## src/rtl/bpsk_frame_pkg.sv

```systemverilog
// bpsk_frame_pkg: phase encodings and FSM state type for the BPSK frame sequencer
package bpsk_frame_pkg;
  localparam logic [1:0] PH_IDLE = 2'd0;
  localparam logic [1:0] PH_PRE  = 2'd1;
  localparam logic [1:0] PH_PAY  = 2'd2;
  localparam logic [1:0] PH_TAIL = 2'd3;
  typedef enum logic [2:0] {ST_IDLE, ST_PRE, ST_PAY, ST_TAIL, ST_GAP} state_e;
  function automatic logic [1:0] phase_of(input state_e s);
    return s == ST_PRE ? PH_PRE : s == ST_PAY ? PH_PAY : s == ST_TAIL ? PH_TAIL : PH_IDLE;
  endfunction
endpackage

```

## src/rtl/frame_counter.sv

```systemverilog
// frame_counter: modulus counter with enable, sync clear, runtime terminal count and wrap flag
module frame_counter #(
  parameter int MOD = 8,
  parameter int W   = (MOD > 1) ? $clog2(MOD) : 1
) (
  input  logic         clk_sig,
  input  logic         reset_sig,
  input  logic         en,
  input  logic         clr,
  input  logic [W-1:0] top,
  output logic [W-1:0] cnt,
  output logic         wrap
);
  assign wrap = en && cnt == top;
  always_ff @(posedge clk_sig or negedge reset_sig)
    if (!reset_sig) cnt <= '0;
    else cnt <= (clr || wrap) ? '0 : en ? cnt + 1'b1 : cnt;
endmodule

```

## src/rtl/bpsk_frame_sequencer.sv

```systemverilog
// bpsk_frame_sequencer: sequences preamble, payload, tail and gap timing for the BPSK transmitter
module bpsk_frame_sequencer
  import bpsk_frame_pkg::*;
#(
  parameter int SPS      = 8,
  parameter int PRE_LEN  = 32,
  parameter int PAY_LEN  = 2048,
  parameter int TAIL_LEN = 6,
  parameter int GAP_LEN  = 16,
  localparam int MAX_A   = PRE_LEN > PAY_LEN ? PRE_LEN : PAY_LEN,
  localparam int MAX_B   = TAIL_LEN > GAP_LEN ? TAIL_LEN : GAP_LEN,
  localparam int MAXLEN  = MAX_A > MAX_B ? MAX_A : MAX_B,
  localparam int SW      = $clog2(SPS),
  localparam int BW      = MAXLEN > 1 ? $clog2(MAXLEN) : 1
) (
  input  logic          clk_sig,
  input  logic          reset_sig,
  input  logic          start_sig,
  input  logic          data_in_sig,
  input  logic          data_vld_sig,
  output logic          data_req_sig,
  output logic          tx_bit_sig,
  output logic [SW-1:0] sample_idx_sig,
  output logic [BW-1:0] bit_idx_sig,
  output logic [1:0]    phase_sig,
  output logic          sym_start_sig,
  output logic          busy_sig,
  output logic          frame_done_sig,
  output logic          underrun_sig
);
  localparam logic [SW-1:0] S_TOP    = SW'(SPS - 1);
  localparam logic [BW-1:0] PRE_TOP  = BW'(PRE_LEN - 1);
  localparam logic [BW-1:0] PAY_TOP  = BW'(PAY_LEN - 1);
  localparam logic [BW-1:0] TAIL_TOP = BW'(TAIL_LEN - 1);
  localparam logic [BW-1:0] GAP_TOP  = BW'(GAP_LEN - 1);
  state_e state, nxt;
  logic idle, s_wrap, b_wrap, tx_nxt, sym_nxt, done_nxt, und_nxt;
  logic [BW-1:0] b_top;
  assign idle      = state == ST_IDLE;
  assign busy_sig  = !idle;
  assign phase_sig = phase_of(state);
  assign b_top     = state == ST_PRE ? PRE_TOP : state == ST_PAY ? PAY_TOP : state == ST_TAIL ? TAIL_TOP : GAP_TOP;
  frame_counter #(.MOD(SPS), .W(SW)) u_sample (
    .clk_sig(clk_sig), .reset_sig(reset_sig), .en(!idle), .clr(idle),
    .top(S_TOP), .cnt(sample_idx_sig), .wrap(s_wrap)
  );
  frame_counter #(.MOD(MAXLEN), .W(BW)) u_bit (
    .clk_sig(clk_sig), .reset_sig(reset_sig), .en(s_wrap), .clr(idle),
    .top(b_top), .cnt(bit_idx_sig), .wrap(b_wrap)
  );
  always_ff @(posedge clk_sig or negedge reset_sig)
    if (!reset_sig) state <= ST_IDLE;
    else state <= nxt;
  always_comb
    nxt = idle ? (start_sig ? ST_PRE : ST_IDLE) : !b_wrap ? state : state == ST_GAP ? ST_IDLE : state_e'(state + 3'd1);
  always_comb begin
    data_req_sig = s_wrap && (state == ST_PRE ? bit_idx_sig == PRE_TOP : state == ST_PAY && bit_idx_sig != PAY_TOP);
    tx_nxt       = idle ? start_sig : data_req_sig ? data_vld_sig & data_in_sig : !s_wrap ? tx_bit_sig : state == ST_PRE && bit_idx_sig[0];
    sym_nxt      = (nxt == ST_PRE || nxt == ST_PAY || nxt == ST_TAIL) && (idle || s_wrap);
    done_nxt     = nxt == ST_GAP && state != ST_GAP;
    und_nxt      = idle ? underrun_sig && !start_sig : underrun_sig || (data_req_sig && !data_vld_sig);
  end
  always_ff @(posedge clk_sig or negedge reset_sig)
    if (!reset_sig) {tx_bit_sig, sym_start_sig, frame_done_sig, underrun_sig} <= '0;
    else {tx_bit_sig, sym_start_sig, frame_done_sig, underrun_sig} <= {tx_nxt, sym_nxt, done_nxt, und_nxt};
endmodule

```

## config.mk

```make
export PLATFORM = sky130hd
export DESIGN_NAME = bpsk_frame_sequencer
export DESIGN_NICKNAME = d
export VERILOG_FILES = /design/src/rtl/bpsk_frame_pkg.sv /design/src/rtl/frame_counter.sv /design/src/rtl/bpsk_frame_sequencer.sv
export SDC_FILE = /design/constraint.sdc
export NUM_CORES = 1
export LEC_CHECK = 0
export CORE_ASPECT_RATIO = 1.25
export CORE_MARGIN = 3
export CORE_UTILIZATION = 46
export DETAILED_ROUTE_END_ITERATION = 6
export HOLD_SLACK_MARGIN = 0.05
export PLACE_DENSITY = 0.81
export SLEW_MARGIN = 20
export SYNTH_ARGS = -nofsm -noshare
export SYNTH_HDL_FRONTEND = slang
export SYNTH_HIERARCHICAL = 1
export SYNTH_SLANG_ARGS = --single-unit
```

## constraint.sdc

```tcl
create_clock -name clk_sig -period 3 [get_ports clk_sig]
set_clock_uncertainty 0.1 [all_clocks]
set_input_delay 0.45 -clock clk_sig [delete_from_list [all_inputs] [get_ports clk_sig]]
set_output_delay 0.45 -clock clk_sig [all_outputs]
set_load 0.03 [all_outputs]
```

# [Word-level counts from Yosys, hierarchy flattened]
# Cells that the tools add are included.
[op_classes] addsub=3 mul=0 n_div=0 order_cmp=0 n_eq_ne=14 shift=0 n_mux=19 bitwise_logic=1 reduce_logical=20
[ops] op="$mux 11" count=4
[ops] op="$mux 3" count=5
[ops] op="$eq 3x2->1 const B" count=4
[ops] op="$add 11x1->11 const B" count=1
[ops] op="$eq 11x11->1" count=1
[ops] op="$eq 11x5->1 const B" count=1
[ops] op="$ne 11x11->1 const B" count=1
[ops] op="$eq 3x3->1 const B" count=3
[ops] op="$logic_and 1x1->1" count=9
[ops] op="$add 3x1->3 const B" count=2
[ops] op="$eq 3x1->1 const B" count=2
[ops] op="$mux 1" count=6
[ops] op="$mux 2" count=3
[ops] op="$logic_or 1x1->1" count=5
[ops] op="$mux 4" count=1
[ops] op="$logic_not 1->1" count=3
[ops] op="$logic_not 3->1" count=1
[ops] op="$ne 3x3->1 const B" count=1
[ops] op="$reduce_bool 3->1" count=1
[ops] op="$ne 2x1->1 const B" count=1
[ops] op="$reduce_bool 2->1" count=1
[ops] op="$and 1x1->1" count=1
[word_totals] reg_bits=21 latch_bits=0 mem_bits_rw=0 rom_bits=0 in_bits=5 output_inout_bits=22 n_memories=0

# [Depth between registers and ports, before layout]
[depth] ltp_word=12 ltp_mapped=13 mapped_depth_nobuf=11

# [Modules after synthesis]
# The synthesis kept the hierarchy.
[modules_own_cells] module="frame_counter (u_bit)" n_inst=1 cells_each=69 area_per_inst_um2=668.1
[modules_own_cells] module="bpsk_frame_sequencer" n_inst=1 cells_each=61 area_per_inst_um2=524.3
[modules_own_cells] module="frame_counter (u_sample)" n_inst=1 cells_each=20 area_per_inst_um2=203.9

# [Least setup slack after synthesis]
# No wires, ideal clock.
[synth_timing] path_kind="reg-to-reg" from="reg state[0]" to="reg frame_done_sig" setup_time_ns=0.120 arrival_ns=3.036 required_ns=2.780 path_slack_ns=-0.256 path_stages_with_launch=14 n_path_buf=2 period_less_slack_ns=3.256 path_cell_list="dfrtp_1 -> inv_1 -> ha_1 -> nor2b_1 -> inv_1 -> clkbuf_1 -> and2_2 -> buf_4 -> nand4_1 -> nor3_1 -> xnor2_1 -> o211ai_1 -> nor2_1 -> and3_1"
[synth_between] word_cells_on_any_way=19 classes_between="add/sub (1); eq/ne (7); mux (6); reduce/logical (5)"
[synth_lines] element="start, declared" line="bpsk_frame_sequencer.sv:36" text="state_e state, nxt;"
[synth_lines] element="start signal, assigned" line="bpsk_frame_sequencer.sv:53" text="else state <= nxt;"
[synth_lines] element="$logic_not 3->1" line="bpsk_frame_sequencer.sv:39" text="assign idle = state == ST_IDLE;"
[synth_lines] element="net idle" line="bpsk_frame_sequencer.sv:37" text="logic idle, s_wrap, b_wrap, tx_nxt, sym_nxt, done_nxt, und_nxt;"
[synth_lines] element="$logic_not 1->1"
[synth_lines] element="net busy_sig" line="bpsk_frame_sequencer.sv:27" text="output logic busy_sig,"
[synth_lines] element="$logic_and 1x1->1" line="frame_counter.sv:14" text="assign wrap = en && cnt == top;"
[synth_lines] element="net s_wrap" line="bpsk_frame_sequencer.sv:37"
[synth_lines] element="$logic_and 1x1->1" line="frame_counter.sv:14"
[synth_lines] element="net b_wrap" line="bpsk_frame_sequencer.sv:37"
[synth_lines] element="$mux 3 (2 in series)" line="bpsk_frame_sequencer.sv:55" text="nxt = idle ? (start_sig ? ST_PRE : ST_IDLE) : !b_wrap ? state : state == ST_GAP ? ST_IDLE : state_e'(state + 3 ..."
[synth_lines] element="net nxt[0]" line="bpsk_frame_sequencer.sv:36"
[synth_lines] element="$eq 3x3->1" line="bpsk_frame_sequencer.sv:60" text="done_nxt = nxt == ST_GAP && state != ST_GAP;"
[synth_lines] element="$logic_and 1x1->1" line="bpsk_frame_sequencer.sv:60"
[synth_lines] element="net done_nxt" line="bpsk_frame_sequencer.sv:37"
[synth_lines] element="end signal, assigned" line="bpsk_frame_sequencer.sv:65" text="else {tx_bit_sig, sym_start_sig, frame_done_sig, underrun_sig} <= {tx_nxt, sym_nxt, done_nxt, und_nxt};"
[synth_lines] element="end, declared" line="bpsk_frame_sequencer.sv:28" text="output logic frame_done_sig,"
# The timed path passes the listed nets, and every way through them passes these cells.
# A chain may end at the register's enable or synchronous reset.

# [Worst setup path after layout]
[layout_timing] from="reg state[1]" to="out data_req_sig"
[layout_between] elab_chain_len=4 word_cells_on_any_way=8 classes_between="eq/ne (2); mux (1); reduce/logical (5)"
[layout_rtl] element="$eq 3x2->1 or $logic_not 3->1 (tied branches)" line="bpsk_frame_sequencer.sv:57, bpsk_frame_sequencer.sv:39"
[layout_rtl] element="$logic_and 1x1->1 or $logic_not 1->1 (tied branches)" line="bpsk_frame_sequencer.sv:57, bpsk_frame_sequencer.sv:44"
[layout_rtl] element="$mux 1 or $logic_and 1x1->1 (tied branches)" line="bpsk_frame_sequencer.sv:57, frame_counter.sv:14"
[layout_rtl] element="$logic_and 1x1->1 (*)" line="bpsk_frame_sequencer.sv:57" text="data_req_sig = s_wrap && (state == ST_PRE ? bit_idx_sig == PRE_TOP : state == ST_PAY && bit_idx_sig != PAY_TOP ..."
[layout_rtl] element="end, declared" line="bpsk_frame_sequencer.sv:21" text="output logic data_req_sig,"
# Every way passes the cells marked *; elsewhere a longest branch is shown, timed or not.

==> impl_table.tex <==
\begin{tabular}{lr}
\hline
Metric & Value \\
\hline
\multicolumn{2}{l}{\textbf{Critical path}} \\
Biggest fanout along the worst timing path & 6 \\
Critical path required time & between 2000 and 2500 ps \\
CP peak stage delay & about 460 ps \\
Type of the setup path with the least slack & register to output port \\
Cell type of the slowest stage on the worst timing path & or4\_1 \\
Total buffers and inverters traversed by the critical path & 2 \\
Arrival time of data at the critical path endpoint & 2370 ps \\
CP Cell Sequence & inv\_1, ha\_4, or4b\_1, or4\_1, o22ai\_2, buf\_4 \\
CP startpoint kind & register \\
Cell family contributing the most delay on the critical path & simple AND/OR/NAND/NOR gates \\
Kind of end point of the critical path & output port \\
\multicolumn{2}{l}{\textbf{Power and ir drop}} \\
Gate power share & 49.3\% \\
Pint & 0.000636 W \\
Worst vdd ir & roughly 0.46 mV \\
Leakage & 0.704 nW \\
Sequential Power Share & 38.9\% \\
Sw frac & 44.3\% \\
Reported net switching power & roughly 0.00051 W \\
Power density of the placed cells & 643 nW/um\^{}2 \\
Clock power frac & a little under an eighth \\
\multicolumn{2}{l}{\textbf{Routing}} \\
Mean number of vias per cell & approximately 5.7 \\
Post-DR wirelength/cell & 14.5 um \\
Drt total wl & 3.17 mm \\
DRC errors left & 0 \\
Pre-antenna DRT Iters & 4 \\
DR iter-0 viols & 76 \\
Routed via count & 1241 \\
Antenna-violating nets left & 0 \\
\multicolumn{2}{l}{\textbf{Synth}} \\
Mean instance size in the synthesized netlist & between 9 and 10 um\^{}2 \\
Cell count after synthesis & 150 \\
Count of distinct cell types in the synthesized netlist & 41 \\
Area fraction of the dominant cell type after synthesis & around 38\% \\
Cell area after synthesis & 1400 um\^{}2 \\
Cell types with the largest area share after synthesis & dfrtp\_1 (38\%), xnor2\_1 (13\%), ha\_1 (6.3\%), nor2\_1 (4.8\%), xor2\_1 (3.8\%) \\
Primary flip-flop cell chosen by synthesis mapping & dfrtp\_1 \\
Sequential-to-total area share from yosys stat & 37.6\% \\
Post-synth EDFFs & 0 \\
Number of synthesized register bits & 21 \\
Count of synthesis-stage warnings from yosys & 6 \\
Area leader, netlist & dfrtp\_1 \\
Asr flop ratio synth & between 90\% and 100\% \\
\multicolumn{2}{l}{\textbf{Final layout}} \\
Most common library cell in the layout ignoring fill and taps & clkdlybuf4s50\_1 \\
Commonest non-fill, non-tap cells in the layout & clkdlybuf4s50\_1 (25), xnor2\_1 (20), dfrtp\_1 (20) \\
Layout fillers & 233 \\
Utilization after layout & 63.7\% \\
Number of nets in the final layout & 198 \\
Diode count & 0 \\
Share of layout cells above drive strength 1 & 9.73\% \\
Area added between synthesis and finish & 27.1\% \\
\multicolumn{2}{l}{\textbf{Global routing}} \\
Wire length of the first global-routing pass & 5.58 mm \\
Antenna violations before repair & 0 \\
Total GRT Usage & 18.7\% \\
Grt ovf & 0 \\
Maximum number of pins on one net before global-route repair & 22 \\
Via count of the first global-routing pass & 1310 \\
\multicolumn{2}{l}{\textbf{Floorplan}} \\
Die outline area & 3740 um\^{}2 \\
Starting density of the core & 50.1\% \\
Floorplan Core Area & approximately 2800 um\^{}2 \\
Floorplan row count & 21 \\
Die Span X & 55.3 um \\
Number of ports placed on the die boundary & 27 \\
Height of the die & between 60 and 70 um \\
\multicolumn{2}{l}{\textbf{Outcome}} \\
Result of the run & finished clean \\
\multicolumn{2}{l}{\textbf{Timing}} \\
Number of pins with negative max-slew slack in the final report & 0 \\
Final total negative setup slack & 0 ps \\
RSZ-0062 raised after global routing & no \\
Worst max-slew margin expressed relative to the limit & approximately 37\% \\
Number of setup violations in the final report & 0 \\
Final Hold Vio Count & 0 \\
Final min period & 2920 ps \\
Max Clock Freq & 343 MHz \\
Period utilization & $\sim$97\% \\
Slew at the pin closest to its max-slew limit & 937 ps \\
\multicolumn{2}{l}{\textbf{Placed design}} \\
Post-DP HPWL & around 2.4 mm \\
Count of buffers from port buffering & 26 \\
Placer's final routability congestion estimate & 0.822 \\
\multicolumn{2}{l}{\textbf{Clock tree}} \\
Total number of H-tree levels & 1 \\
Hold-fix buffers at CTS & 0 \\
Clock tree root buffer cell & clkbuf\_4 \\
CTS tree & built \\
Clock transition at path regs & 110 ps \\
Worst-skew pair later-pin latency & $\sim$300 ps \\
Number of CTS-inserted buffers & 3 \\
Max Root-Sink Buffers & 2 \\
CTS Sinks & 21 \\
\multicolumn{2}{l}{\textbf{Run}} \\
Maximum Capacitance Violations & 0 \\
\multicolumn{2}{l}{\textbf{Hold path}} \\
Tightest Hold Check Type & register to register \\
\hline
\end{tabular}
## cell type report
cell class                      count  area, um^2  share of cell area (%)
Sequential cell                    21         527                    29.7
Tap cell                           34        42.5                    2.40
Clock buffer                        4        26.3                    1.48
Multi-Input combinational cell    120         857                    48.3
Timing Repair Buffer               29         280                    15.8
Inverter                           11        41.3                    2.33
## cells by family (layout without fill, tap and decap cells)
family          Yosys count  after routing  share of synthesized area (%)
simple gates             58             58                           22.3
xor+xnor                 26             26                           16.3
flops                    21             21                           37.6
compound gates           20             20                           10.9
buf+inv                  15             44                           4.84
fa+ha+maj                 7              7                           6.27
mux                       2              2                           1.43
other cells               1              7                          0.269
## power by group through the flow
stage / Sequential (W) / Clock, W / Combinational, W
floorplan: 0.000528 / 0 / 0.000286
global placement: 0.000443 / 0 / 0.000539
detailed placement: 0.000450 / 0 / 0.000556
CTS: 0.000445 / 0.000139 / 0.000560
global route: 0.000461 / 0.000152 / 0.000612
finish: 0.000444 / 0.000135 / 0.000562
## Yosys cell counts, types with 2 or more instances
cell	instances
nand4_1	7
and3_1	2
nor3_1	5
o31ai_1	3
a211oi_1	2
xnor2_1	20
xor2_1	6
nand2_1	9
dfrtp_1	21
nand3b_1	3
ha_1	7
clkbuf_1	2
nand3_1	2
mux2i_1	2
or4_1	2
inv_1	11
nor2_1	18
a21oi_1	5
## layer usage
| layer | track usage [%] | up-vias | part of all wire [%] | wire (um) |
|---|---|---|---|---|
| met5 | 0 | - | 0 | 0 |
| met4 | 9.42 | 0 | 1.0 | 33 |
| met3 | 2.68 | 8 | 4.3 | 137 |
| met2 | 35.4 | 44 | 54 | 1710 |
| met1 | 20.5 | 603 | 41 | 1290 |
| li1 | - | 586 | - | - |
## state kept, by name (all words and copies together) (netlist names)
signal          cells
underrun_sig        1
sym_start_sig       1
state               3
u_sample/cnt        3
u_bit/cnt          11
frame_done_sig      1
tx_bit_sig          1
## final timing paths
path / startpoint / slack (ps) / cells past startpoint / endpoint
setup reg to reg: state[0]$_DFF_PN0_ / 210 / 11 / sym_start_sig$_DFF_PN0_
hold / removal: underrun_sig$_DFF_PN0_ / 400 / 2 / underrun_sig$_DFF_PN0_
max in group asynchronous: reset_sig / 1610 / 1 / state[0]$_DFF_PN0_
hold reg to reg: underrun_sig$_DFF_PN0_ / 400 / 2 / underrun_sig$_DFF_PN0_
setup / recovery: state[1]$_DFF_PN0_ / 80 / 6 / data_req_sig
min in group asynchronous: reset_sig / 560 / 1 / sym_start_sig$_DFF_PN0_
## through the flow
| step | area, um^2 | instances | hold WS [ps] | worst slack, ps | power [W] |
|---|---|---|---|---|---|
| after floorplan | 1430 | 156 | 54.4 | 19.6 | 0.000814 |
| after global placement | 1730 | 215 | 375 | 290 | 0.000982 |
| after detailed placement | 1730 | 215 | 383 | 81.8 | 0.00101 |
| after CTS | 1760 | 219 | 410 | 32.6 | 0.00114 |
| after global routing | 1770 | 219 | 463 | 9.03 | 0.00123 |
| final | 1770 | 219 | 405 | 80.8 | 0.00114 |
## worst register-to-register path, delay by kind of cell (launching register included)
kind	cells	cell delay (ps)
xor gates and xnor gates	1	120
buffers and inverters	2	270
and+or+nand+nor	5	1010
adders and majority gates	1	290
DFF	1	460
AOI/OAI and AO/OA	2	450
## what timing repair did
item,in CTS,in global routing
endpoints found under the hold margin,0,0
buffers inserted,0,0
resized for setup,2,3
pin swaps,0,1
endpoints found under the setup margin,1,3
Note: power is estimated with default switching activity, not from simulation.
